$ cat config.mk
export PLATFORM = sky130hd
export DESIGN_NAME = hier_node_sequencer
export DESIGN_NICKNAME = d
export VERILOG_FILES = /design/src/rtl/hier_node_pkg.sv /design/src/rtl/hier_node_timeout.sv /design/src/rtl/hier_node_sequencer.sv
export SDC_FILE = /design/constraint.sdc
export NUM_CORES = 1
export LEC_CHECK = 0
export ABC_CLOCK_PERIOD_IN_PS = 5850
export BUFFER_PORTS_ARGS = -buffer_cell sky130_fd_sc_hd__buf_2
export CAP_MARGIN = 20
export CORE_MARGIN = 8
export CORE_UTILIZATION = 40
export CTS_BUF_LIST = sky130_fd_sc_hd__clkbuf_2
export DETAILED_ROUTE_END_ITERATION = 16
export PLACE_DENSITY = 0.72
export SLEW_MARGIN = 20
export SYNTH_ARGS = -nofsm -noshare
export SYNTH_HDL_FRONTEND = slang
export SYNTH_SLANG_ARGS = --single-unit
$ cat constraint.sdc
create_clock -name clk -period 5.85 [get_ports clk]
set_input_delay 0.8775 -clock clk [delete_from_list [all_inputs] [get_ports clk]]
set_output_delay 0.8775 -clock clk [all_outputs]
set_load 0.02 [all_outputs]
$ cat src/rtl/hier_node_pkg.sv
// Shared state encoding and helpers for the hierarchical node sequencer.
package hier_node_pkg;

    typedef enum logic [2:0] {
        IDLE,
        LAUNCH,
        WAIT,
        DONE,
        ERR
    } node_state_e;

    localparam int MAX_CHILDREN = 32;
    localparam int IDX_W        = $clog2(MAX_CHILDREN);

    function automatic logic [MAX_CHILDREN-1:0] onehot(input logic [IDX_W-1:0] idx);
        logic [MAX_CHILDREN-1:0] v;
        v      = '0;
        v[idx] = 1'b1;
        return v;
    endfunction

endpackage

$ cat src/rtl/hier_node_timeout.sv
// WAIT-phase watchdog: counts enabled cycles and flags the last permitted one.
module hier_node_timeout #(
    parameter int CNT_W          = 16,
    parameter int TIMEOUT_CYCLES = 1024
) (
    input  logic clk,
    input  logic rst,
    input  logic clr,
    input  logic en,
    output logic expired
);

    logic [CNT_W-1:0] cnt;

    // Holds at the terminal value so it can never wrap back below it.
    always_ff @(posedge clk) begin
        if (rst || clr) begin
            cnt <= '0;
        end else if (en && !expired) begin
            cnt <= cnt + CNT_W'(1);
        end
    end

    assign expired = (cnt == CNT_W'(TIMEOUT_CYCLES - 1));

endmodule

$ cat src/rtl/hier_node_sequencer.sv
// Tree-node controller: fans start out to NUM_CHILDREN children and their completions back in.
// Optional perf counters are enabled with `define HIER_NODE_SEQUENCER_PERF_EN.
module hier_node_sequencer #(
    parameter int NUM_CHILDREN   = 5,
    parameter int SERIAL_MODE    = 0,
    parameter int TIMEOUT_CYCLES = 1024,
    parameter int CNT_W          = 16
) (
    input  logic                    clk,
    input  logic                    rst,
    input  logic                    start_i,
    output logic                    busy_o,
    output logic                    done_o,
    output logic                    err_o,
    output logic [NUM_CHILDREN-1:0] child_start_o,
    input  logic [NUM_CHILDREN-1:0] child_done_i,
    output logic [NUM_CHILDREN-1:0] done_mask_o
`ifdef HIER_NODE_SEQUENCER_PERF_EN
    ,
    output logic [CNT_W-1:0]        perf_cycles_o,
    output logic [7:0]              perf_timeouts_o
`endif
);

    import hier_node_pkg::*;

    localparam bit                      SER     = (SERIAL_MODE != 0);
    localparam logic [MAX_CHILDREN-1:0] LSB_ONE = MAX_CHILDREN'(1);

    node_state_e             state;
    logic [IDX_W-1:0]        idx;
    logic [NUM_CHILDREN-1:0] idx_bit, launched, mask_nxt, start_pat, next_pat;
    logic                    go_done, go_next, go_err, tmo_expired;

    assign start_pat = SER ? NUM_CHILDREN'(LSB_ONE) : '1;
    assign next_pat  = SER ? NUM_CHILDREN'(onehot(idx + IDX_W'(1))) : '1;

    // In serial mode only children 0..idx have been started, so later done bits are noise.
    always_comb begin
        idx_bit  = NUM_CHILDREN'(onehot(idx));
        launched = SER ? NUM_CHILDREN'((onehot(idx) << 1) - LSB_ONE) : '1;
        mask_nxt = done_mask_o | (child_done_i & launched);
        go_done  = 1'b0;
        go_next  = 1'b0;
        go_err   = 1'b0;
        if (state == WAIT) begin
            if (SER) begin
                if ((mask_nxt & idx_bit) != '0) begin
                    go_done = (idx == IDX_W'(NUM_CHILDREN - 1));
                    go_next = (idx != IDX_W'(NUM_CHILDREN - 1));
                end
            end else begin
                go_done = &mask_nxt;
            end
            go_err = tmo_expired && !go_done && !go_next;
        end
    end

    generate
        if (TIMEOUT_CYCLES > 0) begin : g_tmo
            hier_node_timeout #(
                .CNT_W          (CNT_W),
                .TIMEOUT_CYCLES (TIMEOUT_CYCLES)
            ) u_tmo (
                .clk     (clk),
                .rst     (rst),
                .clr     (state != WAIT),
                .en      (state == WAIT),
                .expired (tmo_expired)
            );
        end else begin : g_no_tmo
            assign tmo_expired = 1'b0;
        end
    endgenerate

    always_ff @(posedge clk) begin
        if (rst) begin
            state         <= IDLE;
            idx           <= '0;
            busy_o        <= 1'b0;
            done_o        <= 1'b0;
            err_o         <= 1'b0;
            child_start_o <= '0;
            done_mask_o   <= '0;
        end else begin
            done_o        <= 1'b0;
            err_o         <= 1'b0;
            child_start_o <= '0;
            case (state)
                IDLE: begin
                    if (start_i) begin
                        state         <= LAUNCH;
                        busy_o        <= 1'b1;
                        idx           <= '0;
                        done_mask_o   <= '0;
                        child_start_o <= start_pat;
                    end
                end
                LAUNCH: state <= WAIT;
                WAIT: begin
                    done_mask_o <= mask_nxt;
                    if (go_done) begin
                        state  <= DONE;
                        done_o <= 1'b1;
                    end else if (go_next) begin
                        state         <= LAUNCH;
                        idx           <= idx + IDX_W'(1);
                        child_start_o <= next_pat;
                    end else if (go_err) begin
                        state  <= ERR;
                        done_o <= 1'b1;
                        err_o  <= 1'b1;
                    end
                end
                default: begin
                    state  <= IDLE;
                    busy_o <= 1'b0;
                end
            endcase
        end
    end

`ifdef HIER_NODE_SEQUENCER_PERF_EN
    // Run latency spans every LAUNCH/WAIT cycle, so it reads final while done_o is high.
    always_ff @(posedge clk) begin
        if (rst) begin
            perf_cycles_o   <= '0;
            perf_timeouts_o <= '0;
        end else begin
            if (state == IDLE && start_i) begin
                perf_cycles_o <= '0;
            end else if ((state == LAUNCH || state == WAIT) && perf_cycles_o != '1) begin
                perf_cycles_o <= perf_cycles_o + CNT_W'(1);
            end
            if (go_err && perf_timeouts_o != 8'hFF) begin
                perf_timeouts_o <= perf_timeouts_o + 8'd1;
            end
        end
    end
`endif

endmodule
# Word level (Yosys, flattened, before mapping)
# Cells that the tools add are included.
# totals
ff_bits,32
wordCells,47
input_bits,8
# classes
add_sub_neg,1
bitwise_logic,4
eq_ne,6
n_mux,14
reduce_logical,15
# ops
op,n
"16-bit by 1-bit adder with 16-bit output, second input constant",1
"16-bit by 10-bit equality test with 1-bit output, second input constant",1
5-bit two-way mux,2
5-bit case mux with 2 select lines,1
3-bit two-way mux,3
3-bit case mux with 3 select lines,1
1-bit two-way mux,6
2-bit AND reduction,3
2-bit OR reduction,3
5-bit bitwise OR,1
5-bit AND reduction,1
"3-bit by 1-bit equality test with 1-bit output, second input constant",1
"3-bit by 2-bit equality test with 1-bit output, second input constant",1
3-bit logical NOT,1
"3-bit by 2-bit != test with 1-bit output, second input constant",1
"3-bit != test, second input constant",1
1-bit inverter,3
3-bit OR reduction,1
1-bit logical AND,2
1-bit logical NOT,2
"2-bit != test, second input constant",1
1-bit case mux with 2 select lines,1
2-bit nonzero test,1
1-bit logical OR,1

# Depth between registers and ports, before layout
# Gate-level depths: netlist of the first run.
# depth
ltp_word,9
ltp_mapped,6

# Modules after synthesis
# From an unflattened synthesis of the first run, not the netlist that was laid out.
# hier_totals
hier_cells,146
hier_area_um2,1351.3
# modules_own_cells
module,n_inst,area_each_um2,cells_each,seq_area_each_um2
hier_node_timeout,1,867.1,95,320.3
hier_node_sequencer,1,484.2,51,240.2

# Least setup slack after synthesis of the first run
# No wires, ideal clock.
# synth_path
kind,input-to-reg
from,in rst
to,reg g_tmo.u_tmo.cnt[2]
setup_time_ps,75
n_path_buf,2
arrival_time_ps,2060
slack_ps,3715
stages,5
path_cell_list,buf_1 -> nor4b_2 -> clkbuf_1 -> o21ai_0 -> a21oi_1
# synth_via
elab_chain_len,1
# synth_rtl
item,line,rtl
from (decl),hier_node_sequencer.sv:10,"input logic rst,"
1-bit logical OR,hier_node_timeout.sv:17,if (rst || clr) begin
to (signal assigned),hier_node_timeout.sv:20,cnt <= cnt + CNT_W'(1);
to (decl),hier_node_timeout.sv:13,logic [CNT_W-1:0] cnt;
# No other way between the ends.
# A chain may end at the register's enable or synchronous reset.

# Worst setup path after layout of the first run
# layout_path
from,reg state[1]
to,reg g_tmo.u_tmo.cnt[11]
# layout_via
elab_chain_len,2
elab_cells_between_ends,4
classes_between,eq/ne: 2; reduce/logical: 2
# layout_rtl
item,line,rtl
from (decl),hier_node_sequencer.sv:30,node_state_e state;
from (signal assigned),hier_node_sequencer.sv:78,state <= IDLE;
from (signal assigned),hier_node_sequencer.sv:92,state <= LAUNCH;
from (signal assigned),hier_node_sequencer.sv:99,LAUNCH: state <= WAIT;
3-bit by 2-bit equality test with 1-bit output or 3-bit by 2-bit != test with 1-bit output (tied branches),"hier_node_sequencer.sv:68, hier_node_sequencer.sv:67",
1-bit logical AND or 1-bit logical OR (tied branches),"hier_node_timeout.sv:19, hier_node_timeout.sv:17",
# Parallel ways exist; a longest one is shown, timed or not.

==> load_flow_metrics.sql, run 1 <==
INSERT INTO impl_metrics (metric_group, metric, value, unit) VALUES
('worst_setup_path', 'cp_data_required_time', '6.15', 'ns'),
('timing', 'rsz0062_at_grt', 'no', ''),
('clock_network', 'cts_hold_buf', '0', ''),
('grt', 'grt_antenna_before_repair', '0', ''),
('clock_network', 'post-cts-setup-buffers', '0', ''),
('clock_network', 'path_clk_slew', '0.24', 'ns'),
('yosys', 'synth_top_area_cell', 'dfxtp_1', ''),
('die', 'die_h', '72.8', 'um'),
('yosys', 'ys.warnings.count', '0', ''),
('clock_network', 'cts_buffers', '3', ''),
('clock_network', 'ctsRootBufferMaster', 'clkbuf_2', ''),
('timing', 'max_clock_freq', '461', 'MHz'),
('drt', 'routed-via-count', '1122', ''),
('worst_setup_path', 'path_class', 'reg -> reg', ''),
('outcome', 'outcome', 'completed', ''),
('die', 'start_util', '0.422', ''),
('die', 'die_area', '0.00529', 'mm2'),
('pwr', 'worst_case_vdd_ir_drop', '0.000112', 'V'),
('clock_network', 'cts_htree_levels', '1', ''),
('worst_setup_path', 'critical_path.cell_chain', 'or3b_1, or4_1, or4_1, a21oi_1', ''),
('timing', 'hold-worst-slack', '0.503', 'ns'),
('yosys', 'synthesis.nets', '157', ''),
('clock_network', 'clock_insertion_delay_worst_skew', '0.35', 'ns'),
('yosys', 'synth_edf_count', '0', ''),
('worst_setup_path', 'critical_path.endpoint_type', 'flop', ''),
('timing', 'layout_worst_path_cycle_share', '0.371', ''),
('grt', 'grt_start_max_net_pins', '19', ''),
('pwr', 'power_density', '206', 'mW/mm2'),
('worst_setup_path', 'critical_path.max_stage_delay', '0.59', 'ns'),
('place', 'place_congestion', '0.832', ''),
('yosys', 'yosys_register_bits', '28', ''),
('worst_setup_path', 'worst_path_dominant_cell_family', 'simple AND/OR/NAND/NOR gates', ''),
('drt', 'antenna_left', '0', ''),
('timing', 'finalSetupViolCount', '0', ''),
('die', 'top_level_ports', '21', ''),
('timing', 'fin_setup_tns', '0', 'ns'),
('yosys', 'asyncSetResetFlopFracSynth', '0', ''),
('worst_setup_path', 'worst-path-buf-inv', '0', ''),
('worst_setup_path', 'critPathSlowestCell', 'or4_1', ''),
('drt', 'wirelength', '2640', 'um'),
('yosys', 'syn_area', '0.00129', 'mm2'),
('die', 'die_width', '72.8', 'um'),
('job', 'cap_viol_max_count', '0', ''),
('place', 'place_hpwl', '1980', 'um'),
('pwr', 'leakagePower', '0.000520', 'uW'),
('timing', 'worst_max_slew_margin_expressed_relative_to_the_limit', '0.511', ''),
('timing', 'finalMaxSlewViolations', '0', ''),
('die', 'placementRows', '20', ''),
('grt', 'grt_pass1_vias', '1106', ''),
('yosys', 'netlist_instances', '148', ''),
('clock_network', 'cts.repair.resized', '0', ''),
('worst_setup_path', 'worst_setup_path_start_kind', 'flop', ''),
('timing', 'period_minus_slack', '2.17', 'ns'),
('timing', 'worst_clock_skew', '0.00334', 'ns'),
('drt', 'drt_pre_antenna_iters', '4', ''),
('grt', 'grt_pass1_wl', '4800', 'um'),
('grt', 'overflow', '0', ''),
('drt', 'post-route-drc-count', '0', ''),
('yosys', 'post-synth-top-area-fraction', '0.435', ''),
('final_layout', 'final_common_cell', 'dfxtp_1', ''),
('place', 'buffer_ports.inserted', '20', ''),
('yosys', 'synthesis.area_per_instance', '8.71', 'um2'),
('timing', 'worstMarginPinSlew', '0.724', 'ns'),
('yosys', 'synth-seq-area-share', '0.435', ''),
('worst_hold_path', 'hold_path_class', 'reg -> reg', ''),
('final_layout', 'most_used_cells_in_the_layout_excluding_fill_and_tap_cells', 'dfxtp_1, buf_2, nand2_1, nor2_1, a21oi_1', ''),
('drt', 'wl_per_cell', '12.9', 'um'),
('worst_setup_path', 'critical_path.max_fanout', '9', ''),
('drt', 'drt_iter0_markers', '38', ''),
('clock_network', 'clock-sinks', '28', ''),
('yosys', 'post_synth_num_cell_types', '40', ''),
('final_layout', 'diodes', '0', ''),
('timing', 'hold_violations', '0', ''),
('worst_setup_path', 'critical_path.most_common_cell', 'or4_1', ''),
('grt', 'grt_usage', '0.110', ''),
('yosys', 'top_ff_cell_synth', 'dfxtp_1', ''),
('yosys', 'area_contributors_post_synth', 'dfxtp_1, a21oi_1, nand2_1', ''),
('clock_network', 'clk_path_buf_depth', '2', ''),
('die', 'core_area', '0.00305', 'mm2'),
('drt', 'vias_per_cell', '5.47', ''),
('worst_setup_path', 'cp_data_arrival_time', '2.47', 'ns'),
('final_layout', 'layout.nets', '172', ''),
('final_layout', 'fraction_of_layout_instances_using_a_drive_strength_above_1', '0.168', ''),
('final_layout', 'area.growth.synth_to_final', '8.74', '%'),
('clock_network', 'tritoncts', 'done', '');
==> final cells by class <==
class	count	area, um2
fill	316	1650
tap	44	55.1
timing repair buffer	21	108
inverter	2	7.51
clock buffer	3	15.0
sequential	28	561
multi-input combinational	107	656
==> tightest hold or removal path: stages, from the launching register on <==
cell and delay, ns:
dfxtp_1 0.38, nand2_1 0.06, a21oi_1 0.05
==> flip-flops by register name (all words and copies together), names as in the netlist <==
| name | flops |
|---|---|
| g_tmo.u_tmo.cnt | 16 |
| done_mask_o | 5 |
| state | 3 |
| busy_o | 1 |
| child_start_o | 1 |
| done_o | 1 |
| err_o | 1 |
==> stage by stage <==
stage	utilization	total power, uW	std cells	worst slack [ns]	instance area, um2
finish	0.459	289	205	3.68	1400
detailed placement	0.454	226	202	3.71	1390
global route	0.459	302	205	3.38	1400
global placement	0.454	225	202	3.74	1390
CTS	0.459	291	205	3.68	1400
floorplan	-	219	148	3.72	1290
==> where the power goes <==
| part | switching (uW) | leakage [uW] | total (uW) | internal [uW] |
|---|---|---|---|---|
| Sequential | 3.54 | 0.000226 | 198 | 194 |
| Combinational | 14.8 | 0.000281 | 24.1 | 9.30 |
| Clock | 53.0 | 0.0000125 | 66.9 | 13.9 |
==> routing by layer <==
layer	up-vias	wire length [um]	global-route usage
met5	-	0	0
met4	0	37	0.0400
met3	5	111	0.0261
met2	26	1240	0.180
met1	516	1250	0.137
li1	575	-	-
==> Yosys cell counts, types with 4 or more instances <==
cell type and count:
dfxtp_1 28, nand2_1 15, nor2_1 15, a21oi_1 13, nand2b_1 5, nand3_1 5
nor3_1 5, buf_4 4, clkbuf_1 4, mux2i_1 4, o21ai_0 4
==> kinds of logic after synthesis <==
family | synth area share
compound gates | 0.169
mux | 0.0311
xor+xnor | 0.0136
fa+ha+maj | 0.00971
buf+inv | 0.0563
simple gates | 0.285
flops | 0.435
==> path summary, 6_finish.rpt <==
check                startpoint                   to  slack, ns  cells after the start
max                    state[1]  g_tmo.u_tmo.cnt[11]       3.68                      4
min          g_tmo.u_tmo.cnt[1]   g_tmo.u_tmo.cnt[1]       0.50                      2
max reg2reg            state[1]  g_tmo.u_tmo.cnt[11]       3.68                      4
min reg2reg  g_tmo.u_tmo.cnt[1]   g_tmo.u_tmo.cnt[1]       0.50                      2
Power figures use the tool's default switching activity.
==> run 2: changes to the inputs <==
--- a/config.mk
+++ b/config.mk
@@ -5,7 +5,7 @@
 export SDC_FILE = /design/constraint.sdc
 export NUM_CORES = 1
 export LEC_CHECK = 0
-export ABC_CLOCK_PERIOD_IN_PS = 5850
+export ABC_CLOCK_PERIOD_IN_PS = 2300
 export BUFFER_PORTS_ARGS = -buffer_cell sky130_fd_sc_hd__buf_2
 export CAP_MARGIN = 20
 export CORE_MARGIN = 8
==> constraint.sdc (replaced) <==
create_clock -name clk -period 2.3 [get_ports clk]
set_input_delay 0.345 -clock clk [delete_from_list [all_inputs] [get_ports clk]]
set_output_delay 0.345 -clock clk [all_outputs]
set_load 0.02 [all_outputs]
==> run 2 against run 1 <==
Via count is 2.0% higher. Maximum frequency is 2.6% higher. Total power grew to 3.0 times the previous value. Die area stayed put. Final cell count is 2.9% higher. Worst hold slack worse by 0.32 ns. First-iteration DRC count is 50% higher. Critical endpoint is now g_tmo.u_tmo.cnt[15]. Critical path type unchanged. Clock power grew to 4.5 times the previous value.
==> load_flow_metrics.sql, run 2 (synthesis results as in run 1) <==
INSERT INTO impl_metrics (metric_group, metric, value, unit) VALUES
('drt', 'vias_per_cell', '5.43', ''),
('place', 'buffer_ports.inserted', '20', ''),
('final_layout', 'largest_reg_flops', '16', ''),
('drt', 'post-route-drc-count', '0', ''),
('worst_setup_path', 'critical_path.cell_chain', 'or3b_1, or4_1, or4_1, a21oi_1', ''),
('timing', 'finalSetupViolCount', '0', ''),
('final_layout', 'most_used_cells_in_the_layout_excluding_fill_and_tap_cells', 'dfxtp_1, buf_2, nand2_1, nor2_1, a21oi_1', ''),
('final_layout', 'largestRegisters', 'g_tmo.u_tmo.cnt: 16 flops, done_mask_o: 5 flops, state: 3 flops', ''),
('worst_setup_path', 'critPathSlowestCell', 'or4_1', ''),
('timing', 'worst_max_slew_margin_expressed_relative_to_the_limit', '0.557', ''),
('final_layout', 'final_common_cell', 'dfxtp_1', ''),
('worst_hold_path', 'timing.hold.worst_endpoint', 'state[1]', ''),
('clock_network', 'cts_hold_buf', '0', ''),
('worst_hold_path', 'worst_hold_path.num_cells', '2', ''),
('clock_network', 'cts_htree_levels', '1', ''),
('die', 'die_area', '0.00529', 'mm2'),
('clock_network', 'clk_path_buf_depth', '2', ''),
('final_layout', 'fraction_of_layout_instances_using_a_drive_strength_above_1', '0.204', ''),
('worst_setup_path', 'worstRegToRegCells', '4', ''),
('drt', 'drt_pre_antenna_iters', '4', ''),
('place', 'place_hpwl', '2040', 'um'),
('timing', 'hold_violations', '0', ''),
('timing', 'rsz0062_at_grt', 'no', ''),
('worst_setup_path', 'path_class', 'reg -> reg', ''),
('job', 'cap_viol_max_count', '0', ''),
('worst_setup_path', 'worst_setup_path_start_kind', 'flop', ''),
('outcome', 'outcome', 'completed', ''),
('timing', 'max_clock_freq', '473', 'MHz'),
('die', 'placementRows', '20', ''),
('timing', 'worstMarginPinSlew', '0.659', 'ns'),
('die', 'die_width', '72.8', 'um'),
('worst_setup_path', 'crit_start', 'state[1]', ''),
('worst_setup_path', 'critical_path.max_stage_delay', '0.59', 'ns'),
('clock_network', 'ctsRootBufferMaster', 'clkbuf_2', ''),
('drt', 'wirelength', '2740', 'um'),
('timing', 'finalMaxSlewViolations', '0', ''),
('worst_setup_path', 'critical_path.reg2reg.startpoint', 'state[1]', ''),
('grt', 'grt_pass1_wl', '5000', 'um'),
('pwr', 'worst_case_vdd_ir_drop', '0.000377', 'V'),
('worst_setup_path', 'timing.rr.end', 'g_tmo.u_tmo.cnt[15]', ''),
('timing', 'fin_setup_tns', '0', 'ns'),
('worst_setup_path', 'worst_path_dominant_cell_family', 'simple AND/OR/NAND/NOR gates', ''),
('die', 'top_level_ports', '21', ''),
('worst_setup_path', 'critical_path.most_common_cell', 'or4_1', ''),
('worst_setup_path', 'critical_path.max_fanout', '9', ''),
('worst_setup_path', 'critical_path.endpoint_type', 'flop', ''),
('pwr', 'leakagePower', '0.000560', 'uW'),
('die', 'die_h', '72.8', 'um'),
('grt', 'grt_start_max_net_pins', '19', ''),
('place', 'place_congestion', '0.792', ''),
('clock_network', 'tritoncts', 'done', ''),
('grt', 'grt_usage', '0.113', ''),
('drt', 'routed-via-count', '1145', ''),
('die', 'core_area', '0.00305', 'mm2'),
('timing', 'layout_worst_path_cycle_share', '0.919', ''),
('pwr', 'power_density', '591', 'mW/mm2'),
('clock_network', 'path_clk_slew', '0.27', 'ns'),
('grt', 'overflow', '0', ''),
('clock_network', 'cts_buffers', '3', ''),
('final_layout', 'layout.nets', '177', ''),
('pwr', 'total_power', '868', 'uW'),
('clock_network', 'clock_insertion_delay_worst_skew', '0.38', 'ns'),
('worst_hold_path', 'hp-start', 'rst', ''),
('timing', 'period_minus_slack', '2.11', 'ns'),
('die', 'start_util', '0.422', ''),
('final_layout', 'area.growth.synth_to_final', '14.1', '%'),
('timing', 'worst_clock_skew', '0.00561', 'ns'),
('grt', 'grt_antenna_before_repair', '0', ''),
('final_layout', 'diodes', '0', ''),
('worst_hold_path', 'hold_path_class', 'in -> reg', ''),
('clock_network', 'clock-sinks', '28', ''),
('drt', 'wl_per_cell', '13.0', 'um'),
('worst_setup_path', 'worst-r2r-setup-slack', '0.19', 'ns'),
('grt', 'grt_pass1_vias', '1167', ''),
('drt', 'antenna_left', '0', ''),
('worst_setup_path', 'cp_data_required_time', '2.63', 'ns'),
('worst_setup_path', 'worst-path-buf-inv', '0', ''),
('drt', 'drt_iter0_markers', '57', ''),
('worst_setup_path', 'cp_data_arrival_time', '2.44', 'ns'),
('final_layout', 'largest-register', 'g_tmo.u_tmo.cnt', '');
==> run 2: cell types whose count changed in the layout (fill, tap and decap cells not counted) <==
cell	before	now
dfxtp_2	0	1
dfxtp_1	28	27
buf_4	1	6
bufinv_16	0	1
==> run 2: how the worst max path moves through the flow <==
stage                          endpoint  slack, ns  cells after the start
floorplan           g_tmo.u_tmo.cnt[11]       0.26                      6
detailed placement  g_tmo.u_tmo.cnt[15]       0.18                      4
CTS                 g_tmo.u_tmo.cnt[15]       0.11                      4
finish              g_tmo.u_tmo.cnt[15]       0.19                      4
global placement    g_tmo.u_tmo.cnt[11]       0.24                      4
global route        g_tmo.u_tmo.cnt[11]       0.05                      4
==> run 2: layout make-up <==
cell class | instances | area, um2
clock buffers | 3 | 15.0
clock inverters | 1 | 30.0
fillers | 299 | 1580
inverters | 2 | 7.51
multi-input cells | 107 | 656
flip-flops and latches | 28 | 562
well taps | 44 | 55.1
repair buffers | 26 | 145
==> run 2: stage by stage <==
stage                     cells  hold WS [ns]  setup WS (ns)  utilization  instance area (um2)
after CTS                   211         0.173          0.108        0.481                 1470
after global placement      207         0.458          0.241        0.466                 1420
final                       211         0.180          0.187        0.482                 1470
after detailed placement    207         0.478          0.175        0.466                 1420
after floorplan             148         0.449          0.263            -                 1290
after global routing        211         0.140         0.0454        0.482                 1470
==> run 2: repair_timing <==
| item | CTS | global route |
|---|---|---|
| setup endpoints to repair | 0 | 1 |
| resized for setup | 0 | 1 |
| setup buffers | 0 | 0 |
==> run 2: power breakdown <==
| group | switching, uW | internal (uW) | leakage, uW |
|---|---|---|---|
| clock network | 152 | 149 | 0.0000266 |
| logic | 41.0 | 25.1 | 0.000306 |
| registers | 6.20 | 495 | 0.000227 |
| total | 199 | 670 | 0.000560 |
==> run 2: layer usage <==
layer | global-route usage | vias to the layer above | wire length [um]
met5 | 0 | - | 0
met4 | 0.0133 | 0 | 0
met3 | 0.0467 | 0 | 156
met2 | 0.197 | 20 | 1320
met1 | 0.130 | 545 | 1260
li1 | - | 580 | -
==> run 2: worst reg2reg max path, cell delays in order (launching register included) <==
cell and delay (ns):
dfxtp_2 0.44, or3b_1 0.37, or4_1 0.59, or4_1 0.51, a21oi_1 0.15
==> run 3: changes to the inputs <==
--- a/config.mk
+++ b/config.mk
@@ -5,7 +5,6 @@
 export SDC_FILE = /design/constraint.sdc
 export NUM_CORES = 1
 export LEC_CHECK = 0
-export ABC_CLOCK_PERIOD_IN_PS = 2300
 export BUFFER_PORTS_ARGS = -buffer_cell sky130_fd_sc_hd__buf_2
 export CAP_MARGIN = 20
 export CORE_MARGIN = 8
@@ -13,6 +12,7 @@
 export CTS_BUF_LIST = sky130_fd_sc_hd__clkbuf_2
 export DETAILED_ROUTE_END_ITERATION = 16
 export PLACE_DENSITY = 0.72
+export SETUP_SLACK_MARGIN = 0.5
 export SLEW_MARGIN = 20
 export SYNTH_ARGS = -nofsm -noshare
 export SYNTH_HDL_FRONTEND = slang
==> run 3 against run 2 <==
Core utilization grew 2.6 points. Final cell count grew 0.95%. Die area unchanged. Clock power shrank 3%. Highest routed layer unchanged. Sequential share of layout area shrank 0.89 points. Worst hold slack better by 0.027 ns. Sequential power is essentially flat.
==> load_flow_metrics.sql, run 3 (synthesis results as in run 1) <==
INSERT INTO impl_metrics (metric_group, metric, value, unit) VALUES
('worst_hold_path', 'hold_path_class', 'in -> reg', ''),
('timing', 'rsz0062_at_grt', 'yes', ''),
('drt', 'routed-via-count', '1154', ''),
('clock_network', 'clk_path_buf_depth', '2', ''),
('pwr', 'worst_case_vdd_ir_drop', '0.000388', 'V'),
('timing', 'worst_max_slew_margin_expressed_relative_to_the_limit', '0.654', ''),
('job', 'cap_viol_max_count', '0', ''),
('place', 'preCtsSetupSlack', '0.332', 'ns'),
('die', 'die_area', '0.00529', 'mm2'),
('final_layout', 'area.growth.synth_to_final', '20.2', '%'),
('pwr', 'power_internal', '670', 'uW'),
('worst_setup_path', 'worst_setup_path_start_kind', 'flop', ''),
('timing', 'final_critical_path_setup_slack', '0.443', 'ns'),
('pwr', 'power_density', '557', 'mW/mm2'),
('clock_network', 'clock_insertion_delay_worst_skew', '0.36', 'ns'),
('drt', 'wl_per_cell', '13.3', 'um'),
('worst_setup_path', 'critical_path.max_fanout', '6', ''),
('grt', 'grt_antenna_before_repair', '0', ''),
('place', 'buffer_ports.inserted', '20', ''),
('drt', 'drt_iter0_markers', '73', ''),
('place', 'place_congestion', '0.812', ''),
('die', 'die_h', '72.8', 'um'),
('final_layout', 'most_used_cells_in_the_layout_excluding_fill_and_tap_cells', 'dfxtp_1, buf_2, nand2_1, nor2_1, a21oi_1', ''),
('worst_setup_path', 'crit_start', 'state[1]', ''),
('pwr', 'power.sequential.fraction', '0.578', ''),
('worst_setup_path', 'critical_path.reg2reg.startpoint', 'state[1]', ''),
('timing', 'worstMarginPinSlew', '0.517', 'ns'),
('pwr', 'p_sw_frac', '0.224', ''),
('timing', 'hold_violations', '0', ''),
('place', 'post-place-cells', '205', ''),
('clock_network', 'cts_htree_levels', '1', ''),
('worst_setup_path', 'path_class', 'reg -> reg', ''),
('final_layout', 'fraction_of_layout_instances_using_a_drive_strength_above_1', '0.290', ''),
('die', 'start_util', '0.422', ''),
('worst_setup_path', 'cp_data_required_time', '2.61', 'ns'),
('worst_setup_path', 'cp_data_arrival_time', '2.17', 'ns'),
('final_layout', 'largest_reg_flops', '16', ''),
('worst_setup_path', 'worstRegToRegCells', '4', ''),
('clock_network', 'tritoncts', 'done', ''),
('clock_network', 'cts_hold_buf', '0', ''),
('drt', 'post-route-drc-count', '0', ''),
('timing', 'period_minus_slack', '1.86', 'ns'),
('timing', 'layout_worst_path_cycle_share', '0.807', ''),
('timing', 'finalMaxSlewViolations', '0', ''),
('final_layout', 'largest-register', 'g_tmo.u_tmo.cnt', ''),
('grt', 'grt_pass1_wl', '4980', 'um'),
('die', 'core_area', '0.00305', 'mm2'),
('worst_setup_path', 'timing.rr.end', 'g_tmo.u_tmo.cnt[15]', ''),
('timing', 'finalSetupViolCount', '0', ''),
('timing', 'max_clock_freq', '539', 'MHz'),
('worst_setup_path', 'worstSetupEndpoint', 'g_tmo.u_tmo.cnt[15]', ''),
('grt', 'overflow', '0', ''),
('clock_network', 'path_clk_slew', '0.26', 'ns'),
('drt', 'vias_per_cell', '5.42', ''),
('worst_setup_path', 'critical_path.endpoint_type', 'flop', ''),
('worst_setup_path', 'worst-r2r-setup-slack', '0.44', 'ns'),
('drt', 'wirelength', '2840', 'um'),
('worst_hold_path', 'worst_hold_path.num_cells', '2', ''),
('outcome', 'outcome', 'completed', ''),
('pwr', 'pwr-share-clk', '0.339', ''),
('die', 'die_width', '72.8', 'um'),
('pwr', 'power_switching', '194', 'uW'),
('clock_network', 'ctsRootBufferMaster', 'clkbuf_2', ''),
('die', 'placementRows', '20', ''),
('timing', 'fin_setup_tns', '0', 'ns'),
('clock_network', 'cts_buffers', '3', ''),
('clock_network', 'clock-sinks', '28', ''),
('final_layout', 'final_cell_count_no_fill', '213', ''),
('grt', 'grt_usage', '0.112', ''),
('pwr', 'total_power', '863', 'uW'),
('final_layout', 'diodes', '0', ''),
('pwr', 'leakagePower', '0.000575', 'uW'),
('pwr', 'logic_gate_share_of_total_power', '0.083', ''),
('final_layout', 'largestRegisters', 'g_tmo.u_tmo.cnt: 16 flops, done_mask_o: 5 flops, state: 3 flops', ''),
('drt', 'antenna_left', '0', ''),
('timing', 'hold-worst-slack', '0.208', 'ns'),
('die', 'top_level_ports', '21', ''),
('grt', 'grt_start_max_net_pins', '19', ''),
('place', 'place_hpwl', '1910', 'um'),
('drt', 'drt_pre_antenna_iters', '4', ''),
('timing', 'worst_clock_skew', '0.00715', 'ns'),
('final_layout', 'layout.nets', '179', ''),
('grt', 'grt_pass1_vias', '1166', '');
## run 3: worst min path at each step
| stage | startpoint | end | slack (ns) |
|---|---|---|---|
| final | rst | state[1] | 0.21 |
| after global routing | rst | state[1] | 0.17 |
| after CTS | rst | state[1] | 0.17 |
| after detailed placement | g_tmo.u_tmo.cnt[1] | g_tmo.u_tmo.cnt[1] | 0.47 |
| after global placement | g_tmo.u_tmo.cnt[1] | g_tmo.u_tmo.cnt[1] | 0.46 |
| after floorplan | g_tmo.u_tmo.cnt[1] | g_tmo.u_tmo.cnt[1] | 0.45 |
## run 3: per-layer routing
metal | wire length (um) | GRT usage | vias up
met5 | 0 | 0 | -
met4 | 0 | 0.0133 | 0
met1 | 1280 | 0.131 | 544
met2 | 1410 | 0.201 | 29
met3 | 149 | 0.0330 | 0
li1 | - | - | 581
## run 3: repair_timing
action | CTS | global route
setup endpoints to repair | 8 | 10
hold endpoints to repair | 0 | 0
buffers inserted | 4 | 0
gates resized for setup | 12 | 8
## run 3: cell type report
cell class | count | area, um2
clock buffers | 3 | 15.0
clock inverters | 1 | 30.0
fillers | 299 | 1500
inverters | 2 | 7.51
multi-input cells | 107 | 701
flip-flops and latches | 28 | 578
well taps | 44 | 55.1
repair buffers | 28 | 163
## run 3: critical path, cell delays in order (launching register included)
cell,delay (ns)
dfxtp_4,0.42
or3b_1,0.36
or4_4,0.46
or4_1,0.42
a21oi_1,0.15
## run 3: stage by stage
stage	utilization	instance area (um2)
finish	0.507	1550
global route	0.507	1550
CTS	0.494	1510
detailed placement	0.461	1410
global placement	0.461	1410
floorplan	-	1290
## run 3: power by group through the flow
| stage | Combinational [uW] | Clock (uW) | Sequential (uW) |
|---|---|---|---|
| global route | 78.4 | 320 | 500 |
| floorplan | 43.6 | 0 | 514 |
| detailed placement | 62.4 | 0 | 512 |
| finish | 72.0 | 293 | 499 |
| global placement | 60.6 | 0 | 511 |
| CTS | 69.4 | 304 | 499 |
